$ cat config.mk
export PLATFORM = sky130hd
export DESIGN_NAME = mux_n_pipe
export DESIGN_NICKNAME = d
export VERILOG_FILES = /design/src/rtl/mux_n_pipe.sv
export SDC_FILE = /design/constraint.sdc
export NUM_CORES = 1
export LEC_CHECK = 0
export ABC_AREA = 1
export CAP_MARGIN = 20
export CORE_ASPECT_RATIO = 0.6
export CORE_MARGIN = 2
export CORE_UTILIZATION = 39
export DETAILED_ROUTE_END_ITERATION = 10
export GPL_TIMING_DRIVEN = 1
export PLACE_DENSITY_LB_ADDON = 0.3
export SLEW_MARGIN = 0
export SYNTH_ARGS = -nofsm -noshare
export SYNTH_HDL_FRONTEND = slang
export SYNTH_SLANG_ARGS = --single-unit
$ cat constraint.sdc
create_clock -name clk -period 2.1 [get_ports clk]
set_input_delay 0.315 -clock clk [delete_from_list [all_inputs] [get_ports clk]]
set_output_delay 0.315 -clock clk [all_outputs]
set_load 0.01 [all_outputs]
$ cat src/rtl/mux_n_pipe.sv
// mux_n_pipe: parametrised N:1 select mux feeding a 2-entry elastic (main + skid) output stage.
// Optional build macro SEL_RANGE_CHECK_EN carries an out-of-range-select flag with each beat on sel_err.
module mux_n_pipe #(
    parameter int unsigned WIDTH  = 32,
    parameter int unsigned NUM_IN = 4,
    parameter int unsigned SEL_W  = 2
) (
    input  logic                    clk,
    input  logic                    reset,
    input  logic [WIDTH*NUM_IN-1:0] din,
    input  logic [SEL_W-1:0]        sel,
    input  logic                    in_valid,
    output logic                    in_ready,
    output logic [WIDTH-1:0]        out_data,
    output logic                    out_valid,
    input  logic                    out_ready,
    output logic                    sel_err
);

    logic [WIDTH-1:0] mux_val;
    logic [WIDTH-1:0] m_data;
    logic [WIDTH-1:0] s_data;
    logic             m_valid;
    logic             s_valid;
    logic             rdy_q;
    logic             acc;
    logic             pop;
    logic             ld_m_in;
    logic             ld_m_skid;
    logic             ld_s;
    logic             m_valid_nxt;
    logic             s_valid_nxt;

    // Selects outside 0..NUM_IN-1 match no input and leave the result at zero.
    always_comb begin
        mux_val = '0;
        for (int unsigned i = 0; i < NUM_IN; i++) begin
            if (32'(sel) == i) begin
                mux_val = din[i*WIDTH +: WIDTH];
            end
        end
    end

    always_comb begin
        acc         = in_valid & rdy_q;
        pop         = m_valid & out_ready;
        ld_m_in     = 1'b0;
        ld_m_skid   = 1'b0;
        ld_s        = 1'b0;
        m_valid_nxt = m_valid;
        s_valid_nxt = s_valid;
        if (!m_valid) begin
            if (acc) begin
                ld_m_in     = 1'b1;
                m_valid_nxt = 1'b1;
            end
        end else if (pop) begin
            if (s_valid) begin
                ld_m_skid   = 1'b1;
                s_valid_nxt = 1'b0;
            end else if (acc) begin
                ld_m_in = 1'b1;
            end else begin
                m_valid_nxt = 1'b0;
            end
        end else if (acc) begin
            ld_s        = 1'b1;
            s_valid_nxt = 1'b1;
        end
    end

    // rdy_q tracks !s_valid one flop early so in_ready has no path from out_ready.
    always_ff @(posedge clk or posedge reset) begin
        if (reset) begin
            m_valid <= 1'b0;
            s_valid <= 1'b0;
            rdy_q   <= 1'b1;
            m_data  <= '0;
            s_data  <= '0;
        end else begin
            m_valid <= m_valid_nxt;
            s_valid <= s_valid_nxt;
            rdy_q   <= !s_valid_nxt;
            if (ld_m_in) begin
                m_data <= mux_val;
            end else if (ld_m_skid) begin
                m_data <= s_data;
            end
            if (ld_s) begin
                s_data <= mux_val;
            end
        end
    end

`ifdef SEL_RANGE_CHECK_EN
    logic sel_oob;
    logic m_err;
    logic s_err;

    always_comb begin
        sel_oob = (32'(sel) >= NUM_IN);
    end

    always_ff @(posedge clk or posedge reset) begin
        if (reset) begin
            m_err <= 1'b0;
            s_err <= 1'b0;
        end else begin
            if (ld_m_in) begin
                m_err <= sel_oob;
            end else if (ld_m_skid) begin
                m_err <= s_err;
            end
            if (ld_s) begin
                s_err <= sel_oob;
            end
        end
    end

    assign sel_err = m_err;
`else
    assign sel_err = 1'b0;
`endif

    assign in_ready  = rdy_q;
    assign out_data  = m_data;
    assign out_valid = m_valid;

endmodule

==> flow_summary.toml <==
[setup_path]
cp-start-kind = "flop"
worst_ep_arrival_time_ns = 1.37
crit_buf_inv = 1
critPathMaxFanout = 2
crit_slowest_cell = "dfstp_2"
rr_worst_depth = 6
cp_top_family = "flip-flops"
slowest_delay_ns = 0.52
cp-end-kind = "primary output"
crit_chain = "clkdlybuf4s50_1"
crit_required_ns = 1.78
path_depth = 1
criticalPathCategory = "flop to primary output"

[sta]
worst_pin_slew_ns = 0.518
finalHoldViolations = 0
fmax_mhz = 592
rsz0062_at_grt = "no"
fin_crit_ns = 1.69
fin_crit_sh = 0.804
fin_skew_ns = 0.00360
finalSetupTns_ns = 0
finalMaxSlewViolations = 0
slew_headroom = 0.653
setup-violations-final = 0

[power_and_ir_drop]
p_int_uw = 4440
power_density_nw_per_um2 = 1150
seq_power_share = 0.341
ir_drop_mv = 0.523
swShare = 0.361
clkPwrFrac = 0.214
power_uw = 6950
power.switching_uw = 2510
pwr-share-comb = 0.445
power.leakage_uw = 0.00277

[floorplan]
die_w_um = 133
die_area_um2 = 10900
die_height_um = 81.7
core.rowCount = 28
io-pin-count = 169
core_region_area_um2 = 9810
initial_core_util = 0.400

[detailed_routing]
wl_mm = 12.6
via_per_inst = 5.06
routed-via-count = 4386
remaining_drc_errors = 0
drtIter0Drc = 202
wl_per_cell_um = 14.6
dr.pass1.iters = 5
ant_nets = 0

[clock_network]
worstSkewPairLatency_ns = 0.33
cts-root-buf = "clkbuf_16"
cts_tree = "done"
hold_buffers = 0
clk_transition_reported_paths_ns = 0.05
cts_resized = 0
postCtsSetupBuffers = 0
clock_path_buffers = 2
numCtsBuffers = 9
cts_max_level = 3
cts.sinks = 67

[grt]
grt_pass1_wl_mm = 20.5
grt.overflow.total = 0
track_usage = 0.243
grt_pass1_vias = 4193
antenna_found_initial = 0
grt_max_degree = 68

[finish]
layout_common_cells = "nand2_1, clkdlybuf4s50_1, dfrtp_1"
layout_commonest_cell = "nand2_1"
multiInputGateArea_um2 = 2020
fill_cells = 854
area_growth_pct = 53.4
seqCellArea_um2 = 1680
num_antenna_cells = 0
fin_nets = 861
drive_gt1_frac = 0.0588

[hold_path]
hp-class = "input pin to async pin"

[yosys]
synth_nets = 709
syn_area_per_cell_um2 = 6.82
ys_seq_area_frac = 0.428
yosys_warnings = 0
synth_area_um2 = 3920
yosysTopAreaCell = "dfrtp_1"
synthDistinctLibCells = 20
synthCells = 575
synth_top_area_frac = 0.421
ys_seq_elements = 67
synth_area_leaders = "dfrtp_1, nand2_1, nand3_1, nor2_1, o21ai_0"

[place]
dp_hpwl_mm = 8.82
portBuffers = 167
gp_congestion = 0.806

[run]
cap_violations = 0

[run_status]
outcome = "completed"
==> cell type report <==
class | instances | share of cell area
Tap cell | 135 | 0.0281
Clock inverter | 2 | 0.00582
Timing Repair Buffer | 180 | 0.304
Sequential cell | 67 | 0.279
Inverter | 8 | 0.00499
Clock buffer | 13 | 0.0432
Multi-Input combinational cell | 461 | 0.336
==> power groups by stage <==
stage	Clock [uW]	Combinational (uW)	Sequential [uW]
floorplan	0	1530	2450
detailed placement	0	3100	2370
CTS	1520	3120	2360
finish	1490	3090	2370
global route	1580	3470	2450
global placement	0	3000	2330
==> cell families after synthesis <==
kind of cell,share of synthesized area
buffers and inverters,0.0581
AND/OR/NAND/NOR,0.427
other,0.000956
AO/OA/AOI/OAI,0.0858
flip-flops,0.428
==> final timing paths <==
path	end	slack [ns]	start
setup / recovery	in_ready	0.41	in_ready
hold / removal	out_data[30]	0.37	reset
setup reg to reg	out_data[23]	0.59	in_ready
hold reg to reg	out_data[7]	0.48	out_data[7]
max in group asynchronous	s_data[13]	1.42	reset
min in group clk	out_data[7]	0.48	out_data[7]
==> registers in the layout (all words and copies together) (netlist names) <==
name,cells
out_valid,1
s_data,32
out_data,32
s_valid,1
in_ready,1
==> metrics by stage <==
stage                util  hold WS [ns]  setup slack, ns  instances  cell area, um2
floorplan               -         0.454            0.103        575            3920
global placement    0.583         0.463            0.102        851            5720
detailed placement  0.583         0.468           0.0791        851            5720
CTS                 0.614         0.391            0.393        866            6020
global route        0.614         0.420            0.254        866            6020
finish              0.614         0.372            0.411        866            6020
==> Yosys cell counts <==
cell,count
nand2_1,229
dfrtp_1,66
nand3_1,65
nor2_1,64
o21ai_0,35
o21ai_1,29
or2_1,27
buf_2,20
clkbuf_1,12
buf_4,7
inv_2,5
inv_1,3
or2_0,3
nand2_2,2
nor2_4,2
or2_2,2
conb_1,1
dfstp_2,1
nor3_4,1
o21ai_4,1
==> metal layers <==
metal	wire (um)	track usage	up-vias	part of all wire
li1	-	-	2126	-
met1	5420	0.309	2051	0.43
met2	5930	0.412	192	0.47
met3	1030	0.0630	17	0.081
met4	226	0.0798	0	0.018
met5	0	0	-	0
Power figures use the tool's default switching activity.
